### src/rtl/conv11_layer_sequencer.sv
// rtl/conv11_layer_sequencer.sv - layer-level sequencer for the 1x1 convolution engine
// Decodes host commands, steers the stream switch, delays start pulses and tracks phase completion.
module conv11_layer_sequencer #(
  parameter int WIDTH_BEAT_CNT = 20,
  parameter int START_DELAY    = 4
) (
  input  logic                      clk,
  input  logic                      rst,
  input  logic [3:0]                Control,
  input  logic [WIDTH_BEAT_CNT-1:0] Para_Beats,
  input  logic [WIDTH_BEAT_CNT-1:0] Feat_Beats,
  input  logic                      S_Valid,
  input  logic                      S_Ready,
  input  logic                      Write_Block_Complete,
  input  logic                      Conv_Complete,
  input  logic                      Wr_Done,
  output logic [1:0]                Dest,
  output logic [3:0]                Sign,
  output logic                      Start_Pa,
  output logic                      Start_Cu,
  output logic                      Next_Reg,
  output logic                      DMA_read_valid,
  output logic                      DMA_write_valid,
  output logic [3:0]                State,
  output logic                      Beat_Err
);

  typedef enum logic [3:0] {
    S_IDLE      = 4'd0,
    S_PARA      = 4'd1,
    S_PARA_DONE = 4'd2,
    S_CONV      = 4'd3,
    S_CONV_DONE = 4'd4
  } state_t;

  state_t                    state, state_n;
  logic [3:0]                ctrl_q;
  logic                      cmd_edge;
  logic                      abort, launch_pa, launch_cu;
  logic                      active;
  logic [WIDTH_BEAT_CNT-1:0] beat_cnt, beat_exp;
  logic                      param_done, conv_done, wr_done;
  logic [START_DELAY-1:0]    pa_sr, cu_sr;

  // Commands act only on the cycle the Control value changes.
  assign cmd_edge = (Control != ctrl_q);
  assign active   = (state == S_PARA) || (state == S_CONV);
  assign State    = state;
  assign Start_Pa = pa_sr[START_DELAY-1];
  assign Start_Cu = cu_sr[START_DELAY-1];

  always_comb begin
    state_n   = state;
    launch_pa = 1'b0;
    launch_cu = 1'b0;
    abort     = cmd_edge && (Control == 4'b1111);
    if (abort) begin
      state_n = S_IDLE;
    end else begin
      case (state)
        S_IDLE, S_PARA_DONE: begin
          if (cmd_edge && Control == 4'b0001) begin
            state_n   = S_PARA;
            launch_pa = 1'b1;
          end else if (cmd_edge && Control == 4'b0010) begin
            state_n   = S_CONV;
            launch_cu = 1'b1;
          end else if (state == S_PARA_DONE && cmd_edge && Control == 4'b0000) begin
            state_n = S_IDLE;
          end
        end
        S_PARA: begin
          if (beat_cnt == beat_exp && param_done)
            state_n = S_PARA_DONE;
        end
        S_CONV: begin
          if (beat_cnt == beat_exp && conv_done && wr_done)
            state_n = S_CONV_DONE;
        end
        S_CONV_DONE: begin
          if (cmd_edge && Control == 4'b0000)
            state_n = S_IDLE;
        end
        default: state_n = S_IDLE;
      endcase
    end
  end

  always_ff @(posedge clk or posedge rst) begin
    if (rst) begin
      state           <= S_IDLE;
      ctrl_q          <= 4'b0000;
      Dest            <= 2'b00;
      Sign            <= 4'b0000;
      Next_Reg        <= 1'b0;
      DMA_read_valid  <= 1'b0;
      DMA_write_valid <= 1'b0;
      Beat_Err        <= 1'b0;
      beat_cnt        <= '0;
      beat_exp        <= '0;
      param_done      <= 1'b0;
      conv_done       <= 1'b0;
      wr_done         <= 1'b0;
      pa_sr           <= '0;
      cu_sr           <= '0;
    end else begin
      state           <= state_n;
      ctrl_q          <= Control;
      Sign            <= launch_pa ? 4'b0001 : (launch_cu ? 4'b0010 : 4'b0000);
      DMA_read_valid  <= launch_pa | launch_cu;
      DMA_write_valid <= launch_cu;
      Next_Reg        <= launch_cu;

      // The phase strobe enters the delay line one cycle after it is raised.
      if (abort) begin
        pa_sr <= '0;
        cu_sr <= '0;
      end else begin
        pa_sr <= (pa_sr << 1) | START_DELAY'(Sign[0]);
        cu_sr <= (cu_sr << 1) | START_DELAY'(Sign[1]);
      end

      if (abort || launch_pa || launch_cu) begin
        beat_cnt   <= '0;
        param_done <= 1'b0;
        conv_done  <= 1'b0;
        wr_done    <= 1'b0;
        Beat_Err   <= 1'b0;
        if (launch_pa) begin
          Dest     <= 2'b00;
          beat_exp <= Para_Beats;
        end
        if (launch_cu) begin
          Dest     <= 2'b01;
          beat_exp <= Feat_Beats;
        end
      end else if (active) begin
        if (S_Valid && S_Ready) begin
          if (beat_cnt == beat_exp)
            Beat_Err <= 1'b1;
          else
            beat_cnt <= beat_cnt + WIDTH_BEAT_CNT'(1);
        end
        if (state == S_PARA && Write_Block_Complete)
          param_done <= 1'b1;
        if (state == S_CONV && Conv_Complete)
          conv_done <= 1'b1;
        if (state == S_CONV && Wr_Done)
          wr_done <= 1'b1;
      end
    end
  end

endmodule

### config.mk
export PLATFORM = sky130hd
export DESIGN_NAME = conv11_layer_sequencer
export DESIGN_NICKNAME = d
export VERILOG_FILES = /design/src/rtl/conv11_layer_sequencer.sv
export SDC_FILE = /design/constraint.sdc
export NUM_CORES = 1
export LEC_CHECK = 0
export CAP_MARGIN = 0
export CORE_ASPECT_RATIO = 1.25
export CORE_MARGIN = 1.5
export CORE_UTILIZATION = 47
export CTS_CLUSTER_SIZE = 28
export DETAILED_ROUTE_END_ITERATION = 6
export GPL_TIMING_DRIVEN = 0
export PLACE_DENSITY = 0.78
export SLEW_MARGIN = 15
export SYNTH_ARGS = -nofsm -noshare
export SYNTH_HDL_FRONTEND = slang
export SYNTH_SLANG_ARGS = --single-unit
### constraint.sdc
create_clock -name clk -period 2 [get_ports clk]
set_input_delay 0.5 -clock clk [delete_from_list [all_inputs] [get_ports clk]]
set_output_delay 0.5 -clock clk [all_outputs]
set_load 0.01 [all_outputs]
# [Word level (Yosys, flattened, before mapping)]
# Index checks and enable logic that the tools add are counted.
[totals] register_bits=66 output_inout_bits=16 wordCells=105
[op_classes] bitwise=3 mux=40 addsub=1 n_eq_ne=14 reduce_logical=33
[ops] cell="2-to-1 mux 20 bit" count=6
[ops] cell="2-to-1 mux 4 bit" count=9
[ops] cell="adder 20 x 1 -> 20 bit (second input constant)" count=1
[ops] cell="equality test 20 bit" count=1
[ops] cell="2-to-1 mux 1 bit" count=20
[ops] cell="case mux 4 bit (4 select lines)" count=1
[ops] cell="nonzero test 2 bit" count=7
[ops] cell="logical AND 1 bit" count=13
[ops] cell="equality test 4 x 2 -> 1 bit (second input constant)" count=3
[ops] cell="equality test 4 x 1 -> 1 bit (second input constant)" count=2
[ops] cell="logical NOT 4 bit" count=2
[ops] cell="2-to-1 mux 2 bit" count=4
[ops] cell="bitwise OR 4 x 1 -> 4 bit" count=2
[ops] cell="AND reduction 2 bit" count=4
[ops] cell="!= test 3 x 2 -> 1 bit (second input constant)" count=2
[ops] cell="AND reduction 3 bit" count=2
[ops] cell="!= test 5 bit (second input constant)" count=1
[ops] cell="equality test 4 x 3 -> 1 bit (second input constant)" count=1
[ops] cell="equality test 4 bit (second input constant)" count=1
[ops] cell="!= test 4 bit" count=1
[ops] cell="AND reduction 4 bit" count=1
[ops] cell="logical OR 1 bit" count=3
[ops] cell="!= test 3 bit (second input constant)" count=1
[ops] cell="!= test 2 x 1 -> 1 bit (second input constant)" count=1
[ops] cell="other kinds (2)" count=2

# [Depth between registers and ports, before layout]
# Gate-level depths: netlist of the first run.
[logic_depth] word_depth=9 ltp_mapped=8 ltp_nobuf=6

# [Least setup slack after synthesis of the first run]
# No wires, ideal clock.
[synth_path] path_kind="input-to-reg" start="in Control[0]" end="reg beat_cnt[2]" required_time_ns=1.880 setup_slack_ns=0.175 path_stages=6 t_arrival_ns=1.705 cell_sequence="xor2_1 -> o41ai_2 -> o31a_2 -> nand2_1 -> a21oi_1 -> a31o_1"
[synth_between] elab_chain_cells=9 word_cells_on_any_way=21
[synth_rtl] item="start, declared" line_no="9" rtl="input logic [3:0] Control,"
[synth_rtl] item="!= test 4 bit, or another cell as far along" line_no="46" rtl="assign cmd_edge = (Control != ctrl_q);"
[synth_rtl] item="logical AND 1 bit, on equally long branches" line_no="65, 62"
[synth_rtl] item="2-to-1 mux 1 bit, on equally long branches" line_no="65, 62"
[synth_rtl] item="2-to-1 mux 1 bit, on equally long branches" line_no="62, 60"
[synth_rtl] item="2-to-1 mux 1 bit, on equally long branches" line_no="60, 57"
[synth_rtl] item="2-to-1 mux 1 bit / logical OR 1 bit (equally long branches)" line_no="57, 123"
[synth_rtl] item="logical OR 1 bit (*)" line_no="123" rtl="if (abort || launch_pa || launch_cu) begin"
[synth_rtl] item="!= test 2 x 1 -> 1 bit (no source line) / nonzero test 2 bit (equally long branches)"
[synth_rtl] item="AND reduction 3 bit (no source line)"
[synth_rtl] item="end signal, assigned" line_no="142" rtl="beat_cnt <= beat_cnt + WIDTH_BEAT_CNT'(1);"
[synth_rtl] item="end, declared" line_no="41" rtl="logic [WIDTH_BEAT_CNT-1:0] beat_cnt, beat_exp;"
# Mark *: on every way between the ends. The rest lies on a longest branch, timed or not.
# A chain may end at the register's enable or synchronous reset.

# [Final worst setup path of the first run]
[layout_path] start="reg beat_cnt[0]" end="reg beat_cnt[14]"
[layout_between] elab_chain_cells=5 word_cells_on_any_way=8
[layout_rtl] item="adder 20 x 1 -> 20 bit" line_no="142"
[layout_rtl] item="2-to-1 mux 20 bit" line_no="139" rtl="if (beat_cnt == beat_exp)"
[layout_rtl] item="2-to-1 mux 20 bit" line_no="138" rtl="if (S_Valid && S_Ready) begin"
[layout_rtl] item="2-to-1 mux 20 bit" line_no="137" rtl="end else if (active) begin"
[layout_rtl] item="2-to-1 mux 20 bit" line_no="123"
# Several ways; a longest one is shown, not always the timed one. The select of a mux whose other input is x is not followed.

==> impl_metrics.json, run 1 <==
{
  "met3_usage_pct": 5.278,
  "die_h_um": 98.94,
  "syn_area_mm2": 0.003461,
  "ys_seq_area_share_pct": 46.28,
  "io_pins": 67,
  "dp_cells": 506,
  "top_usage_layer": "met2",
  "final_cells": 530,
  "path_class": "flop to flop",
  "first_iter_violations": 135,
  "path_clk_slew_ns": 0.07,
  "hp-class": "input port to flop",
  "gp_congestion": 0.8841,
  "dp_hpwl_um": 5852,
  "critPathLaunchType": "flop",
  "viasPerCell": 5.449,
  "p_leak_nw": 2.076,
  "crit_required_ns": 2.26,
  "cp-end-kind": "flop",
  "h-tree-depth": 3,
  "coreArea_mm2": 0.007062,
  "synth_cells": 350,
  "wl_per_cell_um": 15.03,
  "p_per_area_mw_per_mm2": 932.7,
  "drive_gt1_share_pct": 17.50,
  "nets": 487,
  "synth_cell_types": 57,
  "grt_pass1_vias": 2851,
  "fmax_ghz": 0.5136,
  "slowest_stage": "dfrtp_1",
  "cp.buffers_inverters": 2,
  "worst_pin_slew_ns": 0.6322,
  "grt_antenna_before_repair": 0,
  "antenna_cells": 0,
  "cts_buffer_depth": 2,
  "root_buffer": "clkbuf_8",
  "fin_total_pwr_mw": 4.310,
  "synth.avg_cell_area_um2": 9.888,
  "grt_usage_pct": 21.87,
  "overflow": 0,
  "row_count": 34,
  "synth-edff-count": 0,
  "cap_violations": 0,
  "run_status": "finished clean",
  "synth-seq-cells": 64,
  "crit_path_cell_trace": "xor2_1 -> nor4_1 -> nand3_1 -> buf_4 -> o21ai_4 -> buf_6 -> o21ai_0 -> a21oi_1",
  "clock_skew_ns": 0.008062,
  "seq_area_mm2": 0.001607,
  "drt-pass1-iter-count": 4,
  "initial_core_util_pct": 49.01,
  "post-route-drc-count": 0,
  "ys_async_sr_fraction_pct": 100.0,
  "numPortBuffers": 62,
  "ant_nets": 0,
  "fp.dieW_um": 79.75,
  "syn_to_final_growth_pct": 33.51,
  "die_area_mm2": 0.007890,
  "use_met1_pct": 26.07,
  "hold_viol": 0,
  "drt_wl_total_um": 7968,
  "use_met2_pct": 37.74,
  "cts_tree": "done",
  "clock_sinks": 64,
  "drv_slew": 0,
  "via_count": 2888,
  "ys.flop_type": "dfrtp_1",
  "setup_viol": 0,
  "insertion_delay_ns": 0.34,
  "path_max_fanout": 7,
  "period_share_pct": 97.35,
  "multi_input_area_mm2": 0.001819,
  "fillerInstances": 608,
  "rsz0062_at_grt": "true",
  "max-vdd-ir-drop_mv": 0.5286,
  "worst_ep_arrival_time_ns": 2.21,
  "grt_pass1_wl_um": 13280,
  "cts_made_buffers": 9,
  "grt_max_degree": 37,
  "critical-path-max-stage-delay_ns": 0.45,
  "yosys_warnings": 0,
  "relSlewSlack_pct": 57.76,
  "fin_crit_ns": 1.947,
  "cp_top_family": "compound AO/OA/AOI/OAI gates"
}
synthesized netlist by cell type (2+ instances only):
master / number / share of area (%)
and2_1: 9 / 1.6
xnor2_1: 12 / 3.0
a31o_1: 2 / 0.51
o21ai_1: 19 / 2.7
o21ai_0: 11 / 1.6
nand4_1: 9 / 1.6
buf_6: 2 / 0.65
inv_1: 9 / 0.98
mux2i_1: 23 / 6.7
xor2_2: 3 / 1.4
a21oi_1: 21 / 3.0
nor4_1: 7 / 1.3
dfrtp_1: 64 / 46
nand3_1: 3 / 0.43
nand2_1: 36 / 3.9
nand4_2: 2 / 0.72
nor3_1: 6 / 0.87
nor2_1: 29 / 3.1
or4_1: 2 / 0.43
buf_2: 7 / 1.0
a31oi_1: 2 / 0.36
or2_2: 2 / 0.36
nand2b_1: 4 / 0.72
and3_1: 3 / 0.54
xor2_1: 15 / 3.8
buf_4: 8 / 1.7
clkbuf_1: 2 / 0.22
or3_1: 8 / 1.4
o31ai_1: 2 / 0.43
metrics by stage:
stage	instance area, um^2	utilization, %	setup slack (ns)	hold WS [ns]	TNS, ns
after floorplan	3476	-	0.1754	0.4277	0
after global placement	4209	59.60	-0.5952	0.4333	-24.41
after detailed placement	4229	59.89	-0.6432	0.4390	-28.32
after CTS	4507	63.82	0.005946	0.4568	0
after global routing	4621	65.43	-0.04864	0.3933	-0.1690
final	4621	65.43	0.05308	0.4060	0
registers in the layout, indices dropped and copies added, names as in the netlist:
name,count
DMA_read_valid,1
wr_done,1
param_done,1
Beat_Err,1
cu_sr,4
conv_done,1
ctrl_q,4
Dest,1
Sign,2
pa_sr,4
DMA_write_valid,1
State,3
beat_cnt,20
beat_exp,20
cells by family (layout without fill, tap and decap cells):
logic type      count (synthesis)  count (layout)  share of synthesized area, %
fa+ha+maj                       1               1                        0.3615
compound gates                 73              73                         13.96
buf+inv                        28             115                         4.591
flops                          64              64                         46.28
mux                            23              23                         6.652
xor+xnor                       30              30                         8.243
other cells                     1               4                        0.1084
simple gates                  130             130                         19.81
final cells by class:
cell class	instances	share of cell area [%]
repair buffers	71	14.97
clock buffers	9	2.681
well taps	90	2.437
plain buffers	19	2.870
inverters	9	0.8123
flip-flops and latches	64	34.77
clock inverters	7	2.085
multi-input cells	261	39.37
where the power goes:
group | switching, mW | internal [mW]
logic | 0.644 | 0.614
registers | 0.256 | 1.57
clock network | 0.524 | 0.703
layout by cell type, fill, tap and decap left out, types with 11 or more instances in the layout:
cell type and count:
a21oi_1 21, buf_4 17, clkdlybuf4s50_1 58, dfrtp_1 60, mux2i_1 23, nand2_1 36, nor2_1 26, o21ai_0 11
o21ai_1 19, xnor2_1 12, xor2_1 12
layer usage:
metal  vias to the layer above  part of all wire [%]
met3                        11                   4.3
li1                       1390                     -
met1                      1398                    41
met5                         -                     0
met4                         0                   1.9
met2                        89                    52
repair_timing:
action | CTS | global route
resized for setup | 14 | 16
buffers inserted | 0 | 7
gates cloned | 0 | 1
hold buffers | 0 | 0
endpoints found under the setup margin | 48 | 19
hold endpoints to repair | 0 | 0
pin swaps | 2 | 5
path summary, 6_finish.rpt:
check	from	to	slack (ns)	cells past startpoint
max	beat_cnt[0]	beat_cnt[14]	0.05	8
min	Control[2]	ctrl_q[2]	0.41	1
max reg2reg	beat_cnt[0]	beat_cnt[14]	0.05	8
min reg2reg	pa_sr[0]	pa_sr[1]	0.46	1
max in group asynchronous	rst	beat_cnt[3]	0.82	3
min in group asynchronous	rst	cu_sr[0]	0.58	2
No activity file was read; power rests on OpenSTA's default activity.
==> run 2: changes to the inputs <==
--- a/config.mk
+++ b/config.mk
@@ -13,6 +13,7 @@
 export DETAILED_ROUTE_END_ITERATION = 6
 export GPL_TIMING_DRIVEN = 0
 export PLACE_DENSITY = 0.78
+export SETUP_SLACK_MARGIN = 0.3
 export SLEW_MARGIN = 15
 export SYNTH_ARGS = -nofsm -noshare
 export SYNTH_HDL_FRONTEND = slang
==> impl_metrics.json, run 2 (synthesis results as in run 1) <==
{
  "run_status": "complete, but fails checks",
  "violations": "negative setup slack",
  "holdBufCountCts": 0,
  "top_regs": "beat_cnt (20), beat_exp (20)",
  "wl_per_cell_um": 19.27,
  "clock_sinks": 64,
  "via_count": 3238,
  "p_per_area_mw_per_mm2": 966.7,
  "rsz0062_at_grt": "true",
  "h-tree-depth": 3,
  "dp_cells": 506,
  "drt-pass1-iter-count": 5,
  "critical-path-max-stage-delay_ns": 0.44,
  "path_max_fanout": 7,
  "nets": 514,
  "coreArea_mm2": 0.007062,
  "cts_buffer_depth": 2,
  "overflow": 0,
  "finalWorstSetupSlack_ns": -0.1505,
  "final_cells": 557,
  "antenna_cells": 0,
  "crit_required_ns": 2.28,
  "place_ws_ns": -0.6444,
  "drive_gt1_share_pct": 39.40,
  "whs_ns": 0.3245,
  "period_share_pct": 107.5,
  "mostFrequentLayoutCells": "53 x dfrtp_1, 46 x clkdlybuf4s50_1, 29 x buf_4",
  "gp_congestion": 0.9062,
  "viasPerCell": 5.813,
  "numPortBuffers": 62,
  "fp.dieW_um": 79.75,
  "setup_viol": 16,
  "slowest_stage": "dfrtp_1",
  "worst_pin_slew_ns": 0.7953,
  "syn_to_final_growth_pct": 54.16,
  "initial_core_util_pct": 49.01,
  "relSlewSlack_pct": 46.87,
  "row_count": 34,
  "grt_pass1_wl_um": 14980,
  "cts_made_buffers": 9,
  "worst_ep_arrival_time_ns": 2.43,
  "cts_tree": "done",
  "max-vdd-ir-drop_mv": 0.6851,
  "io_pins": 67,
  "post-route-drc-count": 0,
  "fmax_ghz": 0.4650,
  "die_h_um": 98.94,
  "hold_viol": 0,
  "cp-end-kind": "flop",
  "grt_pass1_vias": 3229,
  "final_common_cell": "dfrtp_1",
  "root_buffer": "clkbuf_8",
  "drv_slew": 0,
  "drt_wl_total_um": 10740,
  "path_clk_slew_ns": 0.08,
  "p_leak_nw": 2.369,
  "die_area_mm2": 0.007890,
  "grt_antenna_before_repair": 0,
  "fin_crit_ns": 2.150,
  "crit_path_cell_trace": "xor2_2 -> nor4_2 -> nand3_2 -> o21ai_4 -> buf_6 -> o21ai_2 -> a21oi_1",
  "clock_skew_ns": 0.009045,
  "path_class": "flop to flop",
  "grt_max_degree": 37,
  "fin_tns_setup_ns": -1.544,
  "ant_nets": 0,
  "dp_hpwl_um": 5939,
  "first_iter_violations": 187,
  "hp-class": "input port to flop",
  "cap_violations": 0,
  "critPathLaunchType": "flop",
  "grt_usage_pct": 24.72,
  "insertion_delay_ns": 0.36
}
==> run 2: path summary, 6_finish.rpt <==
kind | startpoint | to | slack (ns) | cells after the start
hold reg to reg | pa_sr[1] | pa_sr[2] | 0.45 | 1
setup / recovery | beat_exp[17] | beat_cnt[14] | -0.15 | 7
setup reg to reg | beat_exp[17] | beat_cnt[14] | -0.15 | 7
min in group asynchronous | rst | pa_sr[1] | 0.63 | 2
max in group asynchronous | rst | beat_cnt[2] | 0.76 | 3
hold / removal | Control[0] | ctrl_q[0] | 0.32 | 1
==> run 2: critical path: cells and delay by family, from the launching register on <==
kind,cells,cell delay (ns)
flip-flops,1,0.44
XOR/XNOR,1,0.22
AND/OR/NAND/NOR,2,0.65
buffers and inverters,1,0.20
AO/OA/AOI/OAI,3,0.56
==> run 2: per-stage QoR <==
step           area (um^2)  utilization, %  power, mW
5_1_grt               5335           75.55      5.352
3_5_place_dp          4268           60.44      3.042
4_1_cts               4892           69.28      4.670
6_report              5335           75.55      5.157
2_1_floorplan         3515               -      2.618
3_3_place_gp          4248           60.15      2.978
==> run 2: area by class of cell <==
type                            instances  area (um^2)
Multi-Input combinational cell        262         2211
Sequential cell                        64         1615
Timing Repair Buffer                   97        934.6
Fill cell                             501         1727
Buffer                                 19        170.2
Tap cell                               90        112.6
Clock inverter                          7        125.1
Clock buffer                            9        123.9
Inverter                                9        42.54
==> run 2: what timing repair did <==
item / CTS / global route
setup endpoints to repair: 72 / 48
gates resized for setup: 84 / 94
pin swaps: 24 / 41
setup buffers: 18 / 10
cloned: 4 / 3
==> run 2: layer usage <==
layer | vias up | track usage, % | wire, um
met5 | - | 0 | 0
met4 | 0 | 11.67 | 434
met3 | 39 | 4.815 | 677
met2 | 183 | 43.48 | 5831
met1 | 1568 | 28.48 | 3793
li1 | 1448 | - | -
==> run 2: power by group <==
part | internal, mW | total (mW) | switching (mW)
registers | 1.57 | 1.89 | 0.318
logic | 0.892 | 1.84 | 0.952
clock network | 0.843 | 1.42 | 0.580
==> patch 1: new RTL, flow settings as in run 1 <==
Make the reset (`rst`) synchronous in one clocked block.
--- a/src/rtl/conv11_layer_sequencer.sv
+++ b/src/rtl/conv11_layer_sequencer.sv
@@ -87,5 +87,5 @@
   end
 
-  always_ff @(posedge clk or posedge rst) begin
+  always_ff @(posedge clk) begin
     if (rst) begin
       state           <= S_IDLE;
Formal check against the unedited RTL: differs if rst is asserted again (counterexample within 4 cycles, from zero or initial values and one cycle with rst high); with rst held inactive, the same outputs for 10 cycles.
==> patch 1 against run 1 <==
  * Setup slack better by 22 ps
  * Wire length fell by 3.4%
  * Fmax is 1.1% higher
  * Area after synthesis fell by 11%
  * Critical path depth fell by 1
  * Final area decreased by 9.4%
  * Sequential cell count stayed put
Power is not compared: it rests on default switching activity, and its combinational part moved more than twofold at a synthesized area within 25%.
==> patch 1: results <==
[outcome]
run_status = "complete, no violations"

[worst_hold_path]
hold_path.class = "flop to flop"
min_from = "cu_sr[2]"
hold_end = "cu_sr[3]"

[drt]
vias = 2724
drtIter0Drc = 128
wire_per_inst_um = 15.2

[worst_setup_path]
rrSetupSlack_ps = 70
r2r-start = "beat_cnt[5]"
crit_family = "simple AND/OR/NAND/NOR gates"
slowest_stage = "or4_1"
path_max_fanout = 8
rr_worst_depth = 7
r2r_end = "beat_cnt[8]"

[layout]
fillCellCount = 518
drive_above_1_share = 0.171

[placement]
hpwlAfterDp_um = 5510
io_buffers = 61
post-place-ws_ps = -667
place_congestion = 0.870

[grt]
track_usage = 0.235
grt_pass1_wl_um = 12400

[synthesis]
async_flop_share = 0
synth_ff_type = "dfxtp_1"
yosysUniqueCellTypes = 48
yosysSeqAreaShare = 0.414
synthTopCellsByArea = "dfxtp_1 (41%), mux2i_1 (7.4%), xor2_1 (6.5%)"

[sta]
worst_clock_skew_ps = 8.57
clock.fmax_mhz = 519

[clock_tree]
cts_resized = 9
post_cts.repair.setup_buffers = 8
clock_latency_ps = 350
==> patch 1: worst max-delay path by stage <==
stage / start / endpoint
2_1_floorplan: Control[0] / beat_cnt[17]
3_3_place_gp: Control[2] / beat_cnt[18]
3_5_place_dp: Control[2] / beat_cnt[3]
4_1_cts: Control[2] / beat_cnt[3]
5_1_grt: beat_cnt[5] / beat_cnt[8]
6_report: beat_cnt[5] / beat_cnt[8]
==> patch 1: logic make-up (layout without fill, tap and decap cells) <==
logic type / after synthesis / count (layout) / share of synthesized area
compound gates: 62 / 62 / 0.139
xor+xnor: 28 / 28 / 0.0926
fa+ha+maj: 1 / 1 / 0.00404
buf+inv: 26 / 113 / 0.0469
flops: 64 / 64 / 0.414
mux: 23 / 23 / 0.0744
other cells: 1 / 4 / 0.00121
simple gates: 126 / 126 / 0.228
==> patch 1: layout make-up <==
| class | count | area share |
|---|---|---|
| inverter | 3 | 0.00269 |
| tap | 85 | 0.0254 |
| multi-input combinational | 244 | 0.415 |
| sequential | 64 | 0.308 |
| clock inverter | 7 | 0.0230 |
| clock buffer | 9 | 0.0296 |
| timing repair buffer | 71 | 0.161 |
| buffer | 23 | 0.0353 |
==> patch 1: layer usage <==
metal	track usage	vias to the layer above	wire (µm)
met1	0.266	1265	3120
met4	0.106	0	167
met2	0.406	87	4060
met5	0	-	0
li1	-	1358	-
met3	0.0547	14	345
==> patch 1: stage by stage <==
step	power, mW	std cells	instance area [µm²]	utilization	hold WS (ps)
2_1_floorplan	1.57	334	3100	-	406
3_3_place_gp	1.73	480	3820	0.612	407
3_5_place_dp	1.74	480	3820	0.612	414
4_1_cts	2.97	504	4120	0.660	432
5_1_grt	3.08	506	4190	0.670	438
6_report	2.98	506	4190	0.670	427
==> patch 2: new RTL, config.mk and constraints of run 1 <==
Made on the original files. Change the parameter `WIDTH_BEAT_CNT` from 20 to 28.
--- a/src/rtl/conv11_layer_sequencer.sv
+++ b/src/rtl/conv11_layer_sequencer.sv
@@ -2,5 +2,5 @@
 // Decodes host commands, steers the stream switch, delays start pulses and tracks phase completion.
 module conv11_layer_sequencer #(
-  parameter int WIDTH_BEAT_CNT = 20,
+  parameter int WIDTH_BEAT_CNT = 28,
   parameter int START_DELAY    = 4
 ) (
Interface: changed (resized Feat_Beats and Para_Beats); port bits go from 67 to 83. The function was not compared with the original's and may differ.
==> patch 2 against run 1 <==
  * The run now ends with negative setup slack left
  * Die area up 16%
  * Wire length rose by 68%
  * Sequential share of layout area shrank 3.1 points
  * Area after synthesis rose by 16%
  * Final area grew 38%
  * Sequential cell count increased by 16
  * Critical path type unchanged
  * Highest routed layer unchanged
  * Total power increased by 19%
  * Setup slack got worse by 430 ps
  * Clock power is 14% lower
==> patch 2: results <==
[sta]
relSlewSlack = 0.658
setup_violations = 64
fin_ws_ps = -381
setup_tns_ps = -13060
worst_clock_skew_ps = 6.68
maxSlewViolCount = 0

[power_and_ir_drop]
p_sw_frac = 0.346
vdd_drop_max_mv = 0.580
power_leakage_nw = 2.64

[worst_setup_path]
max_stage_delay_ps = 470
slowest_stage = "dfrtp_2"
crit_family = "simple AND/OR/NAND/NOR gates"
path_max_fanout = 6
arrival_ps = 2670

[drt]
vias = 4011
drtIter0Drc = 318
drt_first_pass_iters = 4
wire_per_inst_um = 19.8

[placement]
placed_cell_area_um2 = 5020
post-place-ws_ps = -1180
place_congestion = 0.906
hpwlAfterDp_um = 7710
io_buffers = 78

[layout]
fillCellCount = 455
drive_above_1_share = 0.354
reg.largest.list = "beat_cnt (28), beat_exp (28)"
fin_nets = 640
n_antenna_cell = 0

[clock_tree]
htreeDepth = 3
clockRootBuffer = "clkbuf_8"
clock_latency_ps = 360
numCtsBuffers = 9

[grt]
antenna_found_initial = 0
grt_pass1_vias = 3864
grt_max_degree = 36
grt_pass1_wl_um = 18800
track_usage = 0.264

[synthesis]
yosysUniqueCellTypes = 40
synthTopCellsByArea = "dfrtp_1 (50%), xor2_1 (7.6%), nand2_1 (6.5%)"
yosysSeqAreaShare = 0.497
ys_top_cells_by_count = "dfrtp_1 (80), nand2_1 (70), nor2_1 (46), xor2_1 (35), a31oi_1 (30)"
netlist.area_leader.share = 0.497

[outcome]
run_status = "finished with violations"
violations = "negative setup slack"
-- patch 2: cell types whose count changed in the layout (fill, tap and decap cells not counted), sizes merged, moves of 11 or more --
| cell | delta |
|---|---|
| o21ai | -11 |
| dfrtp | +16 |
| buf | +35 |
| mux2i | -22 |
| xor2 | +17 |
| a31oi | +28 |
| nand2 | +34 |
| nor2 | +17 |
| clkdlybuf4s50 | +17 |
-- patch 2: path summary, 6_finish.rpt --
kind / cells past startpoint / slack (ps) / to / startpoint
setup / recovery: 9 / -380 / beat_cnt[20] / beat_cnt[20]
hold / removal: 1 / 280 / ctrl_q[0] / Control[0]
setup reg to reg: 9 / -380 / beat_cnt[20] / beat_cnt[20]
hold reg to reg: 1 / 470 / cu_sr[1] / cu_sr[0]
max in group asynchronous: 4 / 790 / beat_cnt[8] / rst
min in group asynchronous: 2 / 460 / Sign[0] / rst
-- patch 2: kinds of logic (layout without fill, tap and decap cells) --
family,Yosys count,in the layout,share of synthesized area
buf+inv,38,170,0.0469
flops,80,80,0.497
simple gates,192,192,0.232
other cells,1,4,0.000930
mux,1,1,0.00248
compound gates,91,91,0.135
xor+xnor,38,38,0.0826
fa+ha+maj,1,1,0.00310
-- patch 2: cell type report --
| cell class | instances | area, µm² | share of cell area |
|---|---|---|---|
| Tap cell | 97 | 121 | 0.0190 |
| Timing Repair Buffer | 120 | 1240 | 0.194 |
| Buffer | 26 | 315 | 0.0494 |
| Inverter | 8 | 33.8 | 0.00529 |
| Clock inverter | 4 | 20.0 | 0.00313 |
| Multi-Input combinational cell | 327 | 2490 | 0.390 |
| Clock buffer | 12 | 145 | 0.0227 |
| Sequential cell | 80 | 2020 | 0.317 |
-- patch 2: power by group through the flow --
stage          sequential (mW)  clock (mW)  combinational [mW]
6_report                  2.35        1.06                1.69
5_1_grt                   2.39        1.13                1.82
3_3_place_gp              2.29           0                1.07
3_5_place_dp              2.30           0                1.12
2_1_floorplan             2.21           0               0.749
4_1_cts                   2.27        1.05                1.29
-- patch 2: through the flow --
| step | utilization | cells | hold slack [ps] |
|---|---|---|---|
| final | 0.771 | 674 | 277 |
| after global routing | 0.771 | 674 | 272 |
| after CTS | 0.684 | 655 | 278 |
| after detailed placement | 0.606 | 622 | 448 |
| after global placement | 0.602 | 620 | 444 |
| after floorplan | - | 445 | 439 |
-- patch 2: what timing repair did --
action                     in CTS  in global routing
setup endpoints to repair      74                 63
gates resized for setup       105                139
cloned                          2                  6
pin swaps                      26                 43
setup buffers                  19                 15
-- patch 2: routing by layer --
layer / GRT usage / share of wire / routed length [µm] / vias up
met3: 0.0342 / 0.054 / 721 / 58
met2: 0.442 / 0.53 / 7030 / 205
met1: 0.324 / 0.37 / 4960 / 1961
li1: - / - / - / 1787
met4: 0.152 / 0.048 / 648 / 0
met5: 0 / 0 / 0 / -
